--- src/rtl/noc_arb_pkg.sv ---
// Shared types and constants for the NoC egress arbiter.
// Imported by noc_rr_picker and noc_egress_arbiter.
package noc_arb_pkg;

    typedef enum logic {
        ARB_IDLE  = 1'b0,
        ARB_GRANT = 1'b1
    } arb_state_e;

    localparam int CRED_W = 4;
    localparam int STAT_W = 16;

    localparam int REQ_GPU    = 0;
    localparam int REQ_SPINE1 = 1;
    localparam int REQ_SPINE2 = 2;
    localparam int REQ_SPINE3 = 3;
    localparam int REQ_SPINE4 = 4;

    // A simultaneous pop and return cancel out; a return at full count is dropped.
    function automatic logic [CRED_W-1:0] credit_update(
        input logic [CRED_W-1:0] cur,
        input logic              take,
        input logic              give,
        input logic [CRED_W-1:0] max_cred
    );
        logic [CRED_W-1:0] res;
        res = cur;
        if (take && !give) begin
            res = cur - CRED_W'(1);
        end else if (give && !take && (cur != max_cred)) begin
            res = cur + CRED_W'(1);
        end
        return res;
    endfunction

endpackage

--- src/rtl/noc_rr_picker.sv ---
// Combinational round-robin picker: first valid requester at or after rr_ptr,
// wrapping around to the lowest index when nothing at or above the pointer is valid.
module noc_rr_picker
    import noc_arb_pkg::*;
#(
    parameter int NUM_REQ = 5,
    parameter int PTR_W   = $clog2(NUM_REQ)
) (
    input  logic [NUM_REQ-1:0] req_valid,
    input  logic [PTR_W-1:0]   rr_ptr,
    output logic [NUM_REQ-1:0] winner,
    output logic               any_valid
);

    logic [NUM_REQ-1:0] masked;
    logic [NUM_REQ-1:0] masked_low;
    logic [NUM_REQ-1:0] plain_low;

    genvar gi;
    generate
        for (gi = 0; gi < NUM_REQ; gi++) begin : g_mask
            assign masked[gi] = req_valid[gi] && (PTR_W'(gi) >= rr_ptr);
        end
    endgenerate

    // x & -x isolates the lowest set bit
    assign masked_low = masked & (~masked + NUM_REQ'(1));
    assign plain_low  = req_valid & (~req_valid + NUM_REQ'(1));

    assign winner    = (|masked) ? masked_low : plain_low;
    assign any_valid = |req_valid;

endmodule

--- src/rtl/noc_egress_arbiter.sv ---
// Credit-based round-robin egress scheduler for one router output port.
// Optional per-requester flit counters are enabled with NOC_ARB_STATS_EN.
module noc_egress_arbiter
    import noc_arb_pkg::*;
#(
    parameter int NUM_REQ   = 5,
    parameter int DWIDTH    = 16,
    parameter int CREDITS   = 4,
    parameter int MAX_BURST = 4
) (
    input  logic                       ACLK,
    input  logic                       ARESETn,
    input  logic                       arb_enable,
    input  logic [NUM_REQ*DWIDTH-1:0]  req_data,
    input  logic [NUM_REQ-1:0]         req_valid,
    output logic [NUM_REQ-1:0]         req_ready,
    output logic [DWIDTH-1:0]          out_data,
    output logic                       out_valid,
    input  logic                       credit_return,
    output logic [CRED_W-1:0]          credit_count,
    output logic [NUM_REQ-1:0]         current_grant,
    output logic                       busy,
    output logic [NUM_REQ*STAT_W-1:0]  grant_count
);

    localparam int PTR_W   = $clog2(NUM_REQ);
    localparam int BURST_W = 4;
    localparam logic [BURST_W-1:0] BURST_LAST = BURST_W'(MAX_BURST - 1);
    localparam logic [CRED_W-1:0]  CRED_MAX   = CRED_W'(CREDITS);

    arb_state_e          state_reg, state_next;
    logic [NUM_REQ-1:0]  grant_reg;
    logic [PTR_W-1:0]    rr_ptr_reg;
    logic [BURST_W-1:0]  burst_reg;
    logic [CRED_W-1:0]   credit_reg;
    logic [DWIDTH-1:0]   out_data_reg;
    logic                out_valid_reg;

    logic [NUM_REQ-1:0]  winner;
    logic                any_valid;
    logic                has_credit;
    logic                grant_valid;
    logic                xfer;
    logic                start;
    logic                release_now;
    logic [DWIDTH-1:0]   sel_data;
    logic [DWIDTH-1:0]   sel_terms [NUM_REQ];
    logic [PTR_W-1:0]    ptr_after_grant;

    noc_rr_picker #(
        .NUM_REQ (NUM_REQ),
        .PTR_W   (PTR_W)
    ) u_picker (
        .req_valid (req_valid),
        .rr_ptr    (rr_ptr_reg),
        .winner    (winner),
        .any_valid (any_valid)
    );

    assign has_credit  = (credit_reg != '0);
    assign grant_valid = |(req_valid & grant_reg);
    assign xfer        = (state_reg == ARB_GRANT) && grant_valid && has_credit;
    assign start       = (state_reg == ARB_IDLE) && arb_enable && any_valid && has_credit;
    // A credit stall (valid but no credit) keeps the grant; only these end it.
    assign release_now = (state_reg == ARB_GRANT) &&
                         ((xfer && (burst_reg == BURST_LAST)) || !grant_valid || !arb_enable);

    genvar gi;
    generate
        for (gi = 0; gi < NUM_REQ; gi++) begin : g_sel
            assign sel_terms[gi] = grant_reg[gi] ? req_data[gi*DWIDTH +: DWIDTH] : '0;
        end
    endgenerate

    always_comb begin
        sel_data = '0;
        for (int i = 0; i < NUM_REQ; i++) begin
            sel_data = sel_data | sel_terms[i];
        end
    end

    always_comb begin
        ptr_after_grant = '0;
        for (int i = 0; i < NUM_REQ; i++) begin
            if (grant_reg[i]) begin
                ptr_after_grant = (i == NUM_REQ - 1) ? '0 : PTR_W'(i + 1);
            end
        end
    end

    always_ff @(posedge ACLK or negedge ARESETn) begin
        if (!ARESETn) begin
            state_reg <= ARB_IDLE;
        end else begin
            state_reg <= state_next;
        end
    end

    always_comb begin
        state_next = state_reg;
        case (state_reg)
            ARB_IDLE:  if (start)       state_next = ARB_GRANT;
            ARB_GRANT: if (release_now) state_next = ARB_IDLE;
            default:                    state_next = ARB_IDLE;
        endcase
    end

    always_comb begin
        req_ready = '0;
        busy      = 1'b0;
        if (state_reg == ARB_GRANT) begin
            busy = 1'b1;
            if (xfer) begin
                req_ready = grant_reg;
            end
        end
    end

    always_ff @(posedge ACLK or negedge ARESETn) begin
        if (!ARESETn) begin
            grant_reg     <= '0;
            rr_ptr_reg    <= '0;
            burst_reg     <= '0;
            credit_reg    <= CRED_MAX;
            out_data_reg  <= '0;
            out_valid_reg <= 1'b0;
        end else begin
            if (start) begin
                grant_reg <= winner;
                burst_reg <= '0;
            end else begin
                if (release_now) begin
                    grant_reg  <= '0;
                    rr_ptr_reg <= ptr_after_grant;
                end
                if (xfer) begin
                    burst_reg <= burst_reg + BURST_W'(1);
                end
            end
            credit_reg    <= credit_update(credit_reg, xfer, credit_return, CRED_MAX);
            out_valid_reg <= xfer;
            if (xfer) begin
                out_data_reg <= sel_data;
            end
        end
    end

    assign out_data      = out_data_reg;
    assign out_valid     = out_valid_reg;
    assign credit_count  = credit_reg;
    assign current_grant = grant_reg;

`ifdef NOC_ARB_STATS_EN
    generate
        for (gi = 0; gi < NUM_REQ; gi++) begin : g_stat
            logic [STAT_W-1:0] stat_reg;
            always_ff @(posedge ACLK or negedge ARESETn) begin
                if (!ARESETn) begin
                    stat_reg <= '0;
                end else if (req_ready[gi] && (stat_reg != '1)) begin
                    stat_reg <= stat_reg + STAT_W'(1);
                end
            end
            assign grant_count[gi*STAT_W +: STAT_W] = stat_reg;
        end
    endgenerate
`else
    assign grant_count = '0;
`endif

endmodule

--- config.mk ---
export PLATFORM = sky130hd
export DESIGN_NAME = noc_egress_arbiter
export DESIGN_NICKNAME = d
export VERILOG_FILES = /design/src/rtl/noc_arb_pkg.sv /design/src/rtl/noc_rr_picker.sv /design/src/rtl/noc_egress_arbiter.sv
export SDC_FILE = /design/constraint.sdc
export NUM_CORES = 1
export LEC_CHECK = 0
export CAP_MARGIN = 20
export CORE_MARGIN = 2
export CORE_UTILIZATION = 35
export CTS_CLUSTER_SIZE = 10
export DETAILED_ROUTE_END_ITERATION = 7
export GPL_ROUTABILITY_DRIVEN = 0
export PLACE_DENSITY = 0.93
export SKIP_CTS_REPAIR_TIMING = 1
export SLEW_MARGIN = 20
export SYNTH_ARGS = -nofsm -noshare
export SYNTH_HDL_FRONTEND = slang
export SYNTH_SLANG_ARGS = --single-unit
--- constraint.sdc ---
create_clock -name ACLK -period 2.4 [get_ports ACLK]
set_input_delay 0.36 -clock ACLK [delete_from_list [all_inputs] [get_ports ACLK]]
set_output_delay 0.36 -clock ACLK [all_outputs]
set_load 0.02 [all_outputs]
After elaboration in Yosys (flattened, before gate mapping)
Cells that the tools add are included.

Bits of input ports: 89. Flip-flop bits (word level): 34. Output and inout bits: 112. Word-level logic and storage cells: 82.

Bitwise operators: 11. Muxes and demuxes: 23. Reduce and logical (&&, ||, !) cells: 29. $add $sub $neg: 5. Equality and inequality tests: 2. $lt $le $gt $ge: 5.

Operators by type and width (count): $mux W16 (5); $or A16 B16 Y16 (4); $mux W5 (5); $mux W4 (4); $and A5 B5 Y5 (3); $logic_and A1 B1 Y1 (15); $reduce_or A5 Y1 (3); $add A5 B1 Y5 const B (2); $not A5 Y5 (2); $add A4 B1 Y4 const B (2); $ge A1 B3 Y1 const A (2); $ge A2 B3 Y1 const A (2); $mux W3 (2); $reduce_bool A2 Y1 (3); $eq A4 B2 Y1 const B (1); $logic_not A1 Y1 (4); $mux W1 (4); $mux W2 (2); $ne A4 B3 Y1 const B (1); $reduce_bool A4 Y1 (1); $sub A4 B1 Y4 const B (1); $ge A3 B3 Y1 const A (1); $logic_or A1 B1 Y1 (2); $not A1 Y1 (2); 2 further kinds (2).

Depth between registers and ports, before layout
Gate-level depths: netlist of run 1.

Word-level depth: 10. Depth in mapped cells: 10. Depth with buffers taken out: 9.

Cells and area by module
A second synthesis of run 1 with hierarchy kept.

Cell total of the unflattened synthesis: 300. Area total of the unflattened synthesis: 2688.8 um^2.

By module, submodules not included: noc_egress_arbiter (area an instance 2506.2 um^2, cells each 267, times used 1, sequential area each 852.1 um^2); noc_rr_picker (area an instance 182.7 um^2, cells each 33, times used 1, sequential area each 0.0 um^2).

Least setup slack after synthesis of run 1
No wires, ideal clock.

Path type: reg2reg. Start: register credit_reg[1] (netlist: credit_count[1]). End: register credit_reg[2] (netlist: credit_count[2]). Library setup time: 0.082 ns. Data arrival time: 2.057 ns. Required time: 2.318 ns. Stages on the path, launching flop included: 10. Setup slack: 0.262 ns. Path buffers: 1. Period minus slack after synthesis: 2.138 ns. Cell sequence: dfrtp_1 -> buf_6 -> nor4_4 -> a211oi_2 -> nand2b_1 -> xnor2_1 -> ha_1 -> nor4b_1 -> o21ai_1 -> o31a_1.

Cells in the longest elaborated chain, start to end: 6. Elaborated cells on any way between the ends: 12. Classes of those cells: add/sub (2); eq/ne (1); mux (2); reduce/logical (7).

Ends and longest elaborated chain: from (decl) (RTL line noc_egress_arbiter.sv:35) `logic [CRED_W-1:0] credit_reg;`; from (signal assigned) (RTL line noc_egress_arbiter.sv:140) `credit_reg <= credit_update(credit_reg, xfer, credit_return, CRED_MAX);`; branches (longest 6 deep; another with $add A4 B1 Y4).

Parallel ways; which one is timed is not known. The select of a mux whose other input is x is not followed. A chain may end at the register's enable or synchronous reset.

Final worst setup path of run 1
Start: input port req_valid[2]. End: output port req_ready[4].

Cells in the longest elaborated chain, start to end: 6.

Ends and longest elaborated chain: from (decl) (RTL line noc_egress_arbiter.sv:15) `input logic [NUM_REQ-1:0] req_valid,`; $and A5 B5 Y5 (RTL line noc_egress_arbiter.sv:61) `assign grant_valid = |(req_valid & grant_reg);`; $reduce_or A5 Y1 (RTL line noc_egress_arbiter.sv:61); $logic_and A1 B1 Y1 (2 in series) (RTL line noc_egress_arbiter.sv:62) `assign xfer = (state_reg == ARB_GRANT) && grant_valid && has_credit;`; $mux W5 (RTL line noc_egress_arbiter.sv:113) `if (xfer) begin`; $mux W5 (RTL line noc_egress_arbiter.sv:111) `if (state_reg == ARB_GRANT) begin`; to (decl) (RTL line noc_egress_arbiter.sv:16) `output logic [NUM_REQ-1:0] req_ready,`.

Every way passes these cells.

==> results of run 1 <==
[kinds of logic (layout without fill, tap and decap cells)]
group | after synthesis | in the layout | synth area share [%]
buffers and inverters | 104 | 159 | 27.2
flip-flops | 34 | 34 | 31.9
XOR/XNOR | 4 | 4 | 1.31
AND/OR/NAND/NOR | 64 | 64 | 12.9
AO/OA/AOI/OAI | 85 | 85 | 24.1
other | 1 | 80 | 0.140
multiplexers | 4 | 4 | 1.50
adder cells (fa/ha/maj) | 2 | 2 | 0.936
[cell usage after synthesis, types with 3 or more instances]
cell type	instances	area, sq um
inv_1	4	15.0
nor2_1	23	86.3
a222oi_1	17	170
mux2i_1	4	40.0
dfrtp_1	33	826
a31oi_1	16	100
buf_6	4	45.0
o21ai_0	11	55.1
clkbuf_1	11	41.3
and2_1	6	37.5
buf_4	80	601
nand2_1	13	48.8
buf_2	5	25.0
a22oi_1	18	135
xnor2_1	3	26.3
o31a_1	3	26.3
a21oi_1	4	20.0
nor4_1	3	18.8
[stage by stage]
step	power, uW	hold WS [ns]
2_1_floorplan	2470	0.0644
3_3_place_gp	3270	0.472
3_5_place_dp	3370	0.487
4_1_cts	3890	0.499
5_1_grt	4200	0.531
6_report	3940	0.500
[layer usage]
layer	track usage, %	vias up
met5	0	-
met4	2.40	0
met3	4.90	4
met2	34.8	155
met1	20.6	1231
li1	-	1205
[worst max path at each step]
stage                    startpoint              end  slack, ns  depth (start not counted)
global placement       req_valid[1]     req_ready[0]      -0.25                          7
CTS                    req_valid[1]     req_ready[2]      -0.31                          7
global route           req_valid[2]     req_ready[4]       0.05                          7
finish                 req_valid[2]     req_ready[4]       0.17                          7
floorplan           credit_count[1]  credit_count[2]       0.26                          9
detailed placement     req_valid[1]  credit_count[2]      -0.30                         11
[final cells by class]
type	instances	area share, %
Timing Repair Buffer	147	35.9
Sequential cell	34	21.6
Multi-Input combinational cell	239	36.1
Clock buffer	8	2.79
Inverter	4	0.381
Tap cell	99	3.14
[report_power, final]
| part | internal [uW] | total [uW] | leakage [uW] | switching [uW] |
|---|---|---|---|---|
| logic | 1120 | 2430 | 0.00120 | 1310 |
| clock network | 290 | 512 | 0.0000575 | 222 |
| registers | 823 | 995 | 0.000419 | 172 |
[worst reg2reg max path: stages, from the launching register on]
cell      delay [ns]
dfrtp_1         0.38
a222oi_1        0.43
buf_4           0.21
a211oi_4        0.07
buf_12          0.16
nand2b_4        0.07
xnor2_2         0.06
ha_2            0.20
nor4b_2         0.26
o21ai_1         0.12
o31a_1          0.11
==> results.sh, run 1 <==
export IMPL_die_y_microns=91.4
export IMPL_cts_made_buffers=5
export IMPL_cts_tree="done"
export IMPL_max_freq_ghz=0.448
export IMPL_worstSkewPairLatency_ns=0.28
export IMPL_instances_no_fill=531
export IMPL_synthesis_instances=298
export IMPL_r2r_cells=10
export IMPL_hpwlAfterDp_microns=5980
export IMPL_vdd_drop_max_uv=508
export IMPL_io_pins=201
export IMPL_antenna_found_initial=0
export IMPL_cts_sinks=34
export IMPL_tightest_slew_ns=0.521
export IMPL_cts_buffer_depth=2
export IMPL_syn_avg_cell_area_sq_um=8.97
export IMPL_grt_total_usage_pct=18.3
export IMPL_mostFrequentLayoutCells="113 x clkdlybuf4s50_1, 80 x conb_1, 33 x dfrtp_1, 26 x buf_4, 23 x nor2_1"
export IMPL_max_slew_margin_pct=65.0
export IMPL_critPathArrivalTime_ns=1.87
export IMPL_reg2reg_to="credit_count[2]"
export IMPL_synth_edff_count=0
export IMPL_synth_seq_cells=34
export IMPL_utilization_pct=53.7
export IMPL_grt_max_degree=35
export IMPL_drtIter0Drc=142
export IMPL_synthesis_area_sq_um=2670
export IMPL_start_util_pct=36.5
export IMPL_yosysWarningCount=0
export IMPL_ctsHtreeMaxLevel=2
export IMPL_grt_pass1_vias=2468
export IMPL_p_per_area_nw_per_um2=1000
export IMPL_wl_met3_microns=740
export IMPL_m1WireLength_microns=3070
export IMPL_vias=2595
export IMPL_cp_num_buf_inv=4
export IMPL_dp_slack_ns=-0.301
export IMPL_worst_r2r_setup_slack_ns=0.24
export IMPL_rsz0062_at_grt="false"
export IMPL_startpoint_type="input pin"
export IMPL_setup_viol=0
export IMPL_critPathKind="in -> out"
export IMPL_fillCellCount=649
export IMPL_cts_root_buffer="clkbuf_8"
export IMPL_die_w_microns=91.4
export IMPL_core_sq_um=7330
export IMPL_finalNetCount=522
export IMPL_yosysUniqueCellTypes=47
export IMPL_crit_top_cell="buf_4"
export IMPL_fp_row_count=31
export IMPL_worst_slack_ns=0.166
export IMPL_syn_to_final_growth_pct=47.4
export IMPL_dr_pass1_iters=5
export IMPL_run_status="finished clean"
export IMPL_yosysSeqAreaShare_pct=31.9
export IMPL_portBuffers=120
export IMPL_critPathCaptureType="primary output"
export IMPL_async_flop_share_pct=100
export IMPL_drive_above_1_share_pct=12.3
export IMPL_min_period_ns=2.23
export IMPL_diodes=0
export IMPL_finalSetupTns_ns=0
export IMPL_postPlaceCellArea_sq_um=3780
export IMPL_clkSlewWorstSetupHoldPaths_ns=0.08
export IMPL_placed_cells=520
export IMPL_largest_reg_flops=16
export IMPL_wl_per_cell_microns=15.5
export IMPL_grt_pass1_wl_microns=12400
export IMPL_design_area_sq_um=3940
export IMPL_finalCritPeriodShare_pct=93.1
export IMPL_top_layer="met4"
export IMPL_final_common_cell="clkdlybuf4s50_1"
export IMPL_clock_skew_final_ns=0.00724
export IMPL_worstHoldPathType="in -> async"
export IMPL_r2r_start="current_grant[1]"
export IMPL_ys_flop_type="dfrtp_1"
export IMPL_vias_per_cell=4.89
export IMPL_max_cap_violations=0
export IMPL_slowest_stage="clkdlybuf4s50_1"
export IMPL_crit_chain="clkdlybuf4s50_1 > a222oi_1 > buf_4 > a211oi_4 > buf_12 > and2_1 > buf_4"
export IMPL_multi_input_area_sq_um=1420
export IMPL_hold_violations=0
export IMPL_drc=0
export IMPL_critPathMaxStageDelay_ns=0.42
export IMPL_antenna_left=0
export IMPL_critPathMaxFanout=6
export IMPL_path_delay_family="buffers and inverters"
export IMPL_wl_microns=8240
export IMPL_cp_required_ns=2.04
export IMPL_die_area_sq_um=8350
export IMPL_leakagePower_uw=0.00168
export IMPL_dr_wl_met2_microns=4400
export IMPL_seq_area_sq_um=852
export IMPL_drv_slew=0
export IMPL_grt_overflow_total=0
Power figures use the tool's default switching activity.
==> run 2: changes to the inputs <==
--- a/config.mk
+++ b/config.mk
@@ -6,11 +6,9 @@
 export NUM_CORES = 1
 export LEC_CHECK = 0
 export CAP_MARGIN = 20
-export CORE_MARGIN = 2
 export CORE_UTILIZATION = 35
 export CTS_CLUSTER_SIZE = 10
 export DETAILED_ROUTE_END_ITERATION = 7
-export GPL_ROUTABILITY_DRIVEN = 0
 export PLACE_DENSITY = 0.93
 export SKIP_CTS_REPAIR_TIMING = 1
 export SLEW_MARGIN = 20
==> run 2 against run 1 <==
Against the previous run: clock-buffer cell count shrank 1; critical endpoint is now req_ready[3]; design area down 1.5%; sequential cell count did not move; sequential share of layout area increased by 0.33 points; non-clock buffer count decreased by 2; final cell count is 0.38% lower; global-route usage down 0.17 points; combinational power shrank 2%.
==> results.sh, run 2 (synthesis gave the netlist of run 1 again) <==
export IMPL_grt_total_usage_pct=18.1
export IMPL_cts_made_buffers=5
export IMPL_vias_per_cell=4.92
export IMPL_wl_microns=7660
export IMPL_core_sq_um=7330
export IMPL_fp_row_count=31
export IMPL_fillCellCount=648
export IMPL_utilization_pct=52.9
export IMPL_clkSlewWorstSetupHoldPaths_ns=0.07
export IMPL_cts_root_buffer="clkbuf_8"
export IMPL_tightest_slew_ns=0.784
export IMPL_cp_required_ns=2.04
export IMPL_worst_slack_ns=0.0673
export IMPL_critPathArrivalTime_ns=1.97
export IMPL_largest_reg_flops=16
export IMPL_portBuffers=120
export IMPL_finalNetCount=520
export IMPL_grt_pass1_vias=2217
export IMPL_leakagePower_uw=0.00163
export IMPL_worstSkewPairLatency_ns=0.28
export IMPL_worst_r2r_setup_slack_ns=0.25
export IMPL_die_area_sq_um=7990
export IMPL_die_y_microns=89.4
export IMPL_drive_above_1_share_pct=11.9
export IMPL_max_slew_margin_pct=47.7
export IMPL_slowest_stage="a222oi_1"
export IMPL_clock_skew_final_ns=0.0117
export IMPL_hpwlAfterDp_microns=5780
export IMPL_finalPower_uw=3820
export IMPL_antenna_found_initial=0
export IMPL_startpoint_type="input pin"
export IMPL_die_w_microns=89.4
export IMPL_dr_pass1_iters=5
export IMPL_drtIter0Drc=142
export IMPL_cts_tree="done"
export IMPL_reg2reg_to="credit_count[2]"
export IMPL_instances_no_fill=529
export IMPL_dp_slack_ns=-0.294
export IMPL_grt_overflow_total=0
export IMPL_finalCritPeriodShare_pct=97.2
export IMPL_placed_cells=521
export IMPL_critPathKind="in -> out"
export IMPL_grt_max_degree=35
export IMPL_io_pins=201
export IMPL_critPathMaxFanout=4
export IMPL_vias=2602
export IMPL_grt_pass1_wl_microns=11000
export IMPL_p_per_area_nw_per_um2=984
export IMPL_min_period_ns=2.33
export IMPL_cts_buffer_depth=2
export IMPL_drc=0
export IMPL_r2r_start="current_grant[1]"
export IMPL_mostFrequentLayoutCells="114 x clkdlybuf4s50_1, 80 x conb_1, 33 x dfrtp_1, 24 x buf_4, 23 x nor2_1"
export IMPL_place_congestion=0.853
export IMPL_cts_sinks=34
export IMPL_crit_chain="clkdlybuf4s50_1 > a222oi_1 > buf_4 > a211oi_4 > buf_4 > and2_1 > clkbuf_2"
export IMPL_max_cap_violations=0
export IMPL_drv_slew=0
export IMPL_r2r_cells=10
export IMPL_critPathCaptureType="primary output"
export IMPL_run_status="finished clean"
export IMPL_critPathMaxStageDelay_ns=0.43
export IMPL_hold_violations=0
export IMPL_setup_viol=0
export IMPL_crit_top_cell="buf_4"
export IMPL_wl_per_cell_microns=14.5
export IMPL_max_freq_ghz=0.429
export IMPL_start_util_pct=36.5
export IMPL_worstHoldPathType="in -> async"
export IMPL_final_common_cell="clkdlybuf4s50_1"
export IMPL_vdd_drop_max_uv=391
export IMPL_hold_ws_ns=0.159
export IMPL_cp_num_buf_inv=4
export IMPL_antenna_left=0
export IMPL_diodes=0
export IMPL_path_delay_family="buffers and inverters"
export IMPL_ctsHtreeMaxLevel=2
export IMPL_syn_to_final_growth_pct=45.1
## run 2: how the worst max path moves through the flow
stage	startpoint	endpoint	slack, ns	cells past startpoint
after floorplan	credit_count[1]	credit_count[2]	0.26	9
after global placement	req_valid[1]	req_ready[1]	-0.26	7
after detailed placement	req_valid[1]	req_ready[3]	-0.29	7
after CTS	req_valid[1]	req_ready[3]	-0.32	7
after global routing	req_valid[1]	credit_count[2]	-0.002	11
final	req_valid[1]	req_ready[3]	0.07	7
## run 2: stage by stage
stage / TNS (ns) / area, sq um
finish: 0 / 3880
global route: -0.00205 / 3880
CTS: -1.49 / 3880
detailed placement: -1.59 / 3790
global placement: -1.45 / 3790
floorplan: 0 / 2970
## run 2: routing by layer
layer | share of wire (%) | up-vias | track usage (%) | routed length, microns
met5 | 0 | - | 0 | 0
met4 | 1.6 | 0 | 6.49 | 122
met3 | 8.8 | 12 | 4.06 | 676
met2 | 49 | 147 | 31.0 | 3790
met1 | 40 | 1242 | 22.3 | 3080
li1 | - | 1201 | - | -
## run 2: final cells by class
type	instances	area (sq um)	area share, %
Multi-Input combinational cell	239	1430	36.8
Timing Repair Buffer	145	1370	35.3
Sequential cell	34	852	22.0
Tap cell	99	124	3.19
Clock buffer	7	86.3	2.23
Inverter	4	15.0	0.387
Clock inverter	1	5.00	0.129
## run 2: worst register-to-register path, delay by kind of cell, from the launching register on
family / cells / cell delay (ns)
fa+ha+maj: 1 / 0.21
compound gates: 4 / 0.68
xor+xnor: 1 / 0.06
buf+inv: 2 / 0.37
simple gates: 2 / 0.36
flops: 1 / 0.38
## run 2: power breakdown
group          switching [uW]  leakage [uW]  total (uW)  internal [uW]
registers                 185      0.000419        1010            824
clock network             205     0.0000482         436            231
logic                    1280       0.00116        2370           1100
total                    1670       0.00163        3820           2150
==> run 3: changes to the inputs <==
--- a/config.mk
+++ b/config.mk
@@ -5,8 +5,9 @@
 export SDC_FILE = /design/constraint.sdc
 export NUM_CORES = 1
 export LEC_CHECK = 0
+export ABC_AREA = 1
 export CAP_MARGIN = 20
-export CORE_UTILIZATION = 35
+export CORE_UTILIZATION = 36
 export CTS_CLUSTER_SIZE = 10
 export DETAILED_ROUTE_END_ITERATION = 7
 export PLACE_DENSITY = 0.93
==> run 3 against run 2 <==
Against the previous run: clock skew is 0.0067 ns lower; total power is 5.9% higher; design area is 2.0% higher; highest routed layer unchanged; first-iteration DRC count is 56% higher; area after synthesis is 6.1% higher; global-route usage is 0.59 points higher; largest cell class unchanged; critical path depth is 7 higher; via count is 8.8% higher.
==> results.sh, run 3 <==
export IMPL_setup_viol=0
export IMPL_utilization_pct=51.5
export IMPL_synthTopCellsByCount="109 x nand2_1, 81 x buf_4, 33 x dfrtp_1, 30 x nor2_1, 23 x nand3_1"
export IMPL_max_freq_ghz=0.484
export IMPL_ctsHtreeMaxLevel=2
export IMPL_worst_slack_ns=0.335
export IMPL_core_sq_um=7690
export IMPL_start_util_pct=36.9
export IMPL_antenna_left=0
export IMPL_dr_pass1_iters=4
export IMPL_synth_most_common_cell="nand2_1"
export IMPL_syn_avg_cell_area_sq_um=7.39
export IMPL_diodes=0
export IMPL_wl_per_cell_microns=12.9
export IMPL_ys_flop_type="dfrtp_1"
export IMPL_dp_slack_ns=0.0599
export IMPL_synthesis_instances=384
export IMPL_hpwlAfterDp_microns=5820
export IMPL_instances_no_fill=610
export IMPL_drtIter0Drc=222
export IMPL_place_congestion=0.830
export IMPL_antenna_found_initial=0
export IMPL_grt_pass1_vias=2572
export IMPL_grt_total_usage_pct=18.7
export IMPL_cts_root_buffer="clkbuf_8"
export IMPL_drive_above_1_share_pct=8.27
export IMPL_mostFrequentLayoutCells="114 x clkdlybuf4s50_1, 109 x nand2_1, 80 x conb_1, 33 x dfrtp_1, 30 x nor2_1"
export IMPL_cts_buffer_depth=2
export IMPL_largest_reg_flops=16
export IMPL_cts_sinks=34
export IMPL_grt_overflow_total=0
export IMPL_cp_required_ns=2.61
export IMPL_cts_made_buffers=5
export IMPL_cts_tree="done"
export IMPL_syn_to_final_growth_pct=39.4
export IMPL_startpoint_type="input pin"
export IMPL_min_period_ns=2.06
export IMPL_die_y_microns=90.8
export IMPL_critPathKind="in -> reg"
export IMPL_clock_skew_final_ns=0.00491
export IMPL_io_pins=201
export IMPL_hold_ws_ns=0.166
export IMPL_max_slew_margin_pct=44.9
export IMPL_die_area_sq_um=8240
export IMPL_grt_max_degree=35
export IMPL_yosys_area_top_type="dfrtp_1"
export IMPL_critPathArrivalTime_ns=2.28
export IMPL_wl_microns=7890
export IMPL_synth_edff_count=0
export IMPL_critPathMaxFanout=4
export IMPL_hold_violations=0
export IMPL_synthesis_area_sq_um=2840
export IMPL_finalCritPeriodShare_pct=86.0
export IMPL_portBuffers=120
export IMPL_yosysSeqAreaShare_pct=30.0
export IMPL_leakagePower_uw=0.00193
export IMPL_grt_pass1_wl_microns=12300
export IMPL_rsz0062_at_grt="false"
export IMPL_vias=2832
export IMPL_die_w_microns=90.8
export IMPL_vias_per_cell=4.64
export IMPL_clkSlewWorstSetupHoldPaths_ns=0.07
export IMPL_critPathCaptureType="flop"
export IMPL_synthDominantCellAreaShare_pct=29.1
export IMPL_yosysWarningCount=0
export IMPL_p_per_area_nw_per_um2=1020
export IMPL_worstSkewPairLatency_ns=0.28
export IMPL_drc=0
export IMPL_placed_cells=602
export IMPL_tightest_slew_ns=0.827
export IMPL_max_cap_violations=0
export IMPL_fp_row_count=32
export IMPL_run_status="finished clean"
export IMPL_worstHoldPathType="in -> async"
export IMPL_drv_slew=0
export IMPL_async_flop_share_pct=100
export IMPL_final_common_cell="clkdlybuf4s50_1"
export IMPL_ys_top_cells_by_area="dfrtp_1 29%, buf_4 21%, nand2_1 14%, a221oi_1 4.9%, nand3_1 4.1%"
export IMPL_vdd_drop_max_uv=312
export IMPL_finalNetCount=598
export IMPL_finalSetupTns_ns=0
export IMPL_yosysUniqueCellTypes=33
export IMPL_synth_seq_cells=34
[run 3: cell count changes in the layout (fill, tap and decap cells not counted), sizes merged, moves of 5 or more]
cell,delta
nor2,+10
and2,-6
inv,+17
nand2,+100
nand3,+22
o21ai,-5
a22oi,-18
a222oi,-17
a221oi,+16
dlymetal6s2s,+5
buf,-13
[run 3: power by group]
group	switching, uW	leakage [uW]	internal (uW)
sequential	199	0.000418	838
combinational	1480	0.00146	1030
clock	208	0.0000575	290
[run 3: final cells by class]
type | count | area, sq um
Clock buffer | 8 | 110
Fill cell | 724 | 3730
Inverter | 21 | 81.3
Multi-Input combinational cell | 313 | 1490
Sequential cell | 34 | 852
Tap cell | 102 | 128
Timing Repair Buffer | 132 | 1300
[run 3: final timing paths]
path	start	depth (start not counted)	slack [ns]	endpoint
max	req_valid[4]	14	0.34	credit_count[2]
min	ARESETn	1	0.17	credit_count[1]
max reg2reg	credit_count[2]	10	0.36	credit_count[2]
min reg2reg	credit_count[2]	2	0.53	credit_count[2]
max in group asynchronous	ARESETn	1	1.70	out_data[2]
min in group ACLK	credit_count[2]	2	0.53	credit_count[2]
[run 3: critical path: stages]
cell             delay, ns
clkdlybuf4s50_1       0.50
nand2_1               0.07
nand2_1               0.06
inv_1                 0.04
nand2_2               0.08
buf_4                 0.13
nand3_2               0.08
xor2_1                0.15
ha_1                  0.19
or2_2                 0.29
o21ai_2               0.15
nand2_1               0.06
nand2_1               0.05
nand2_1               0.05
[run 3: logic make-up after synthesis]
kind of cell | synth area share (%)
AOI/OAI and AO/OA | 13.0
xor gates and xnor gates | 1.23
adders and majority gates | 0.882
buffers and inverters | 28.0
DFF | 30.0
other | 0.132
and+or+nand+nor | 26.7
[run 3: per-layer routing]
layer,up-vias,share of wire (%),GRT usage (%)
met3,8,7.6,3.28
met2,168,53,35.4
met4,0,0.77,5.42
li1,1340,-,-
met5,-,0,0
met1,1316,39,21.1
[run 3: through the flow]
stage               area, sq um  power, uW
CTS                        3940       4080
global placement           3830       3450
floorplan                  3130       2730
detailed placement         3830       3560
global route               3960       4350
finish                     3960       4040
==> patch: new RTL, flow settings as in run 3 <==
Put one more register stage on the output `credit_count`, with the module's reset. The value now appears one clock later. The other outputs are not delayed to match.
--- a/src/rtl/noc_egress_arbiter.sv
+++ b/src/rtl/noc_egress_arbiter.sv
@@ -147,7 +147,13 @@
 
     assign out_data      = out_data_reg;
     assign out_valid     = out_valid_reg;
-    assign credit_count  = credit_reg;
+    always_ff @(posedge ACLK or negedge ARESETn) begin
+        if (!ARESETn) begin
+            credit_count <= '0;
+        end else begin
+            credit_count <= credit_reg;
+        end
+    end
     assign current_grant = grant_reg;
 
 `ifdef NOC_ARB_STATS_EN
Behaviour: not the same (a bounded check fails within 4 cycles, from zero or initial values and one cycle with ARESETn low).
==> patch against run 3 <==
Wire length grew 0.39%. Setup slack lost 0.0060 ns. Utilization grew 0.40 points. Synthesized area grew 1.2%. Sequential cell count grew 4. Non-clock buffer count grew 1. Final area grew 1.3%. Die area grew 1.2%. Total power grew 0.52%.
==> patch: results <==
[clock_network]
h-tree-depth = 2
numCtsBuffers = 5
clkTransAtPathRegs_ns = 0.07
clockBufferDepth = 2
clk_latency_ns = 0.28

[detailed_routing]
vias = 2861
wl_per_cell_um = 12.9
drt-pass1-iter-count = 4
drt-initial-drc-count = 110
wl_um = 7920

[pwr]
power.leakage_nw = 1.96
p_sw_mw = 1.87
ir_drop_mv = 0.416

[place]
place_congestion = 0.836
dp_hpwl_um = 5940
place_area_um2 = 3890
port_buffers = 120

[synth]
yosys_warnings = 0
syn_inst = 387
yosysSeqAreaShare = 0.332
yosysUniqueCellTypes = 32
synthArstFlopShare = 1.00
synth_common_cells = "nand2_1 (112), buf_4 (81), dfrtp_1 (37)"
synth_area_leaders = "dfrtp_1 (32%), buf_4 (21%), nand2_1 (15%)"

[worst_hold_path]
hp-class = "in -> async"

[sta]
worstMarginPinSlew_ns = 0.846
fin_skew_ns = 0.00473

[critical_path]
worstPathArrival_ns = 1.71
worstPathMaxFanout = 8

[grt]
grt_first_pass_wirelength_um = 12000
grt.total_usage = 0.182
grt_pass1_vias = 2576
grt_antenna_before_repair = 0
grt_max_degree = 39

[final_layout]
fin_nets = 602
diodes = 0
largest_register_ff_count = 16
drive_above_1_share = 0.0586
fillers = 713
ff_latch_area_um2 = 952

[outcome]
outcome = "completed"
patch: cell count changes in the layout (fill, tap and decap cells not counted), moves of 3 or more:
cell / change
nand2_1: +3
o21ai_2: -4
nor2_1: +4
nor2_2: -3
dfrtp_1: +4
o21ai_1: +4
nand3_1: -4
patch: worst max-delay path, stage by stage (launching register included):
cell            delay, ns
dfstp_2              0.59
nor2_1               0.07
a21oi_2              0.23
nand2_4              0.14
nor2_1               0.13
dlymetal6s2s_1       0.26
patch: cell type report:
| class | count | share of cell area |
|---|---|---|
| Clock buffer | 8 | 0.0225 |
| Inverter | 22 | 0.0212 |
| Multi-Input combinational cell | 311 | 0.361 |
| Sequential cell | 38 | 0.238 |
| Tap cell | 102 | 0.0318 |
| Timing Repair Buffer | 133 | 0.326 |
patch: final timing paths:
kind / from / to / slack (ns) / cells after the start
setup / recovery: credit_reg[2] / req_ready[3] / 0.33 / 5
hold / removal: ARESETn / out_data[3] / 0.18 / 1
setup reg to reg: credit_reg[2] / credit_reg[2] / 0.43 / 13
hold reg to reg: credit_reg[1] / credit_count[1] / 0.45 / 0
max in group asynchronous: ARESETn / out_data[4] / 1.69 / 1
min in group ACLK: credit_reg[1] / credit_count[1] / 0.45 / 0
patch: kinds of logic (layout without fill, tap and decap cells):
group / count (synthesis) / count (layout) / synth area share
AND/OR/NAND/NOR: 176 / 176 / 0.256
other: 1 / 80 / 0.00131
AO/OA/AOI/OAI: 49 / 49 / 0.120
flip-flops: 38 / 38 / 0.332
XOR/XNOR: 4 / 4 / 0.0122
buffers and inverters: 117 / 163 / 0.270
adder cells (fa/ha/maj): 2 / 2 / 0.00871
patch: routing by layer:
layer / vias to the layer above / wire, um / global-route usage
li1: 1351 / - / -
met1: 1331 / 3080 / 0.206
met2: 171 / 4100 / 0.336
met3: 8 / 644 / 0.0419
met4: 0 / 102 / 0.0569
met5: - / 0 / 0
patch: power by group through the flow:
stage	Sequential [mW]	Combinational, mW	Clock (mW)
5_1_grt	1.16	2.72	0.490
3_3_place_gp	1.12	2.39	0
2_1_floorplan	1.38	1.37	0
3_5_place_dp	1.13	2.47	0
4_1_cts	1.12	2.47	0.461
6_report	1.12	2.49	0.447
patch: per-stage QoR:
| step | setup slack, ns | hold WS (ns) | total power [mW] |
|---|---|---|---|
| after floorplan | 0.579 | 0.0644 | 2.74 |
| after global placement | 0.0173 | 0.409 | 3.50 |
| after detailed placement | -0.0685 | 0.420 | 3.60 |
| after CTS | -0.139 | 0.199 | 4.05 |
| after global routing | 0.209 | 0.240 | 4.37 |
| final | 0.329 | 0.181 | 4.06 |
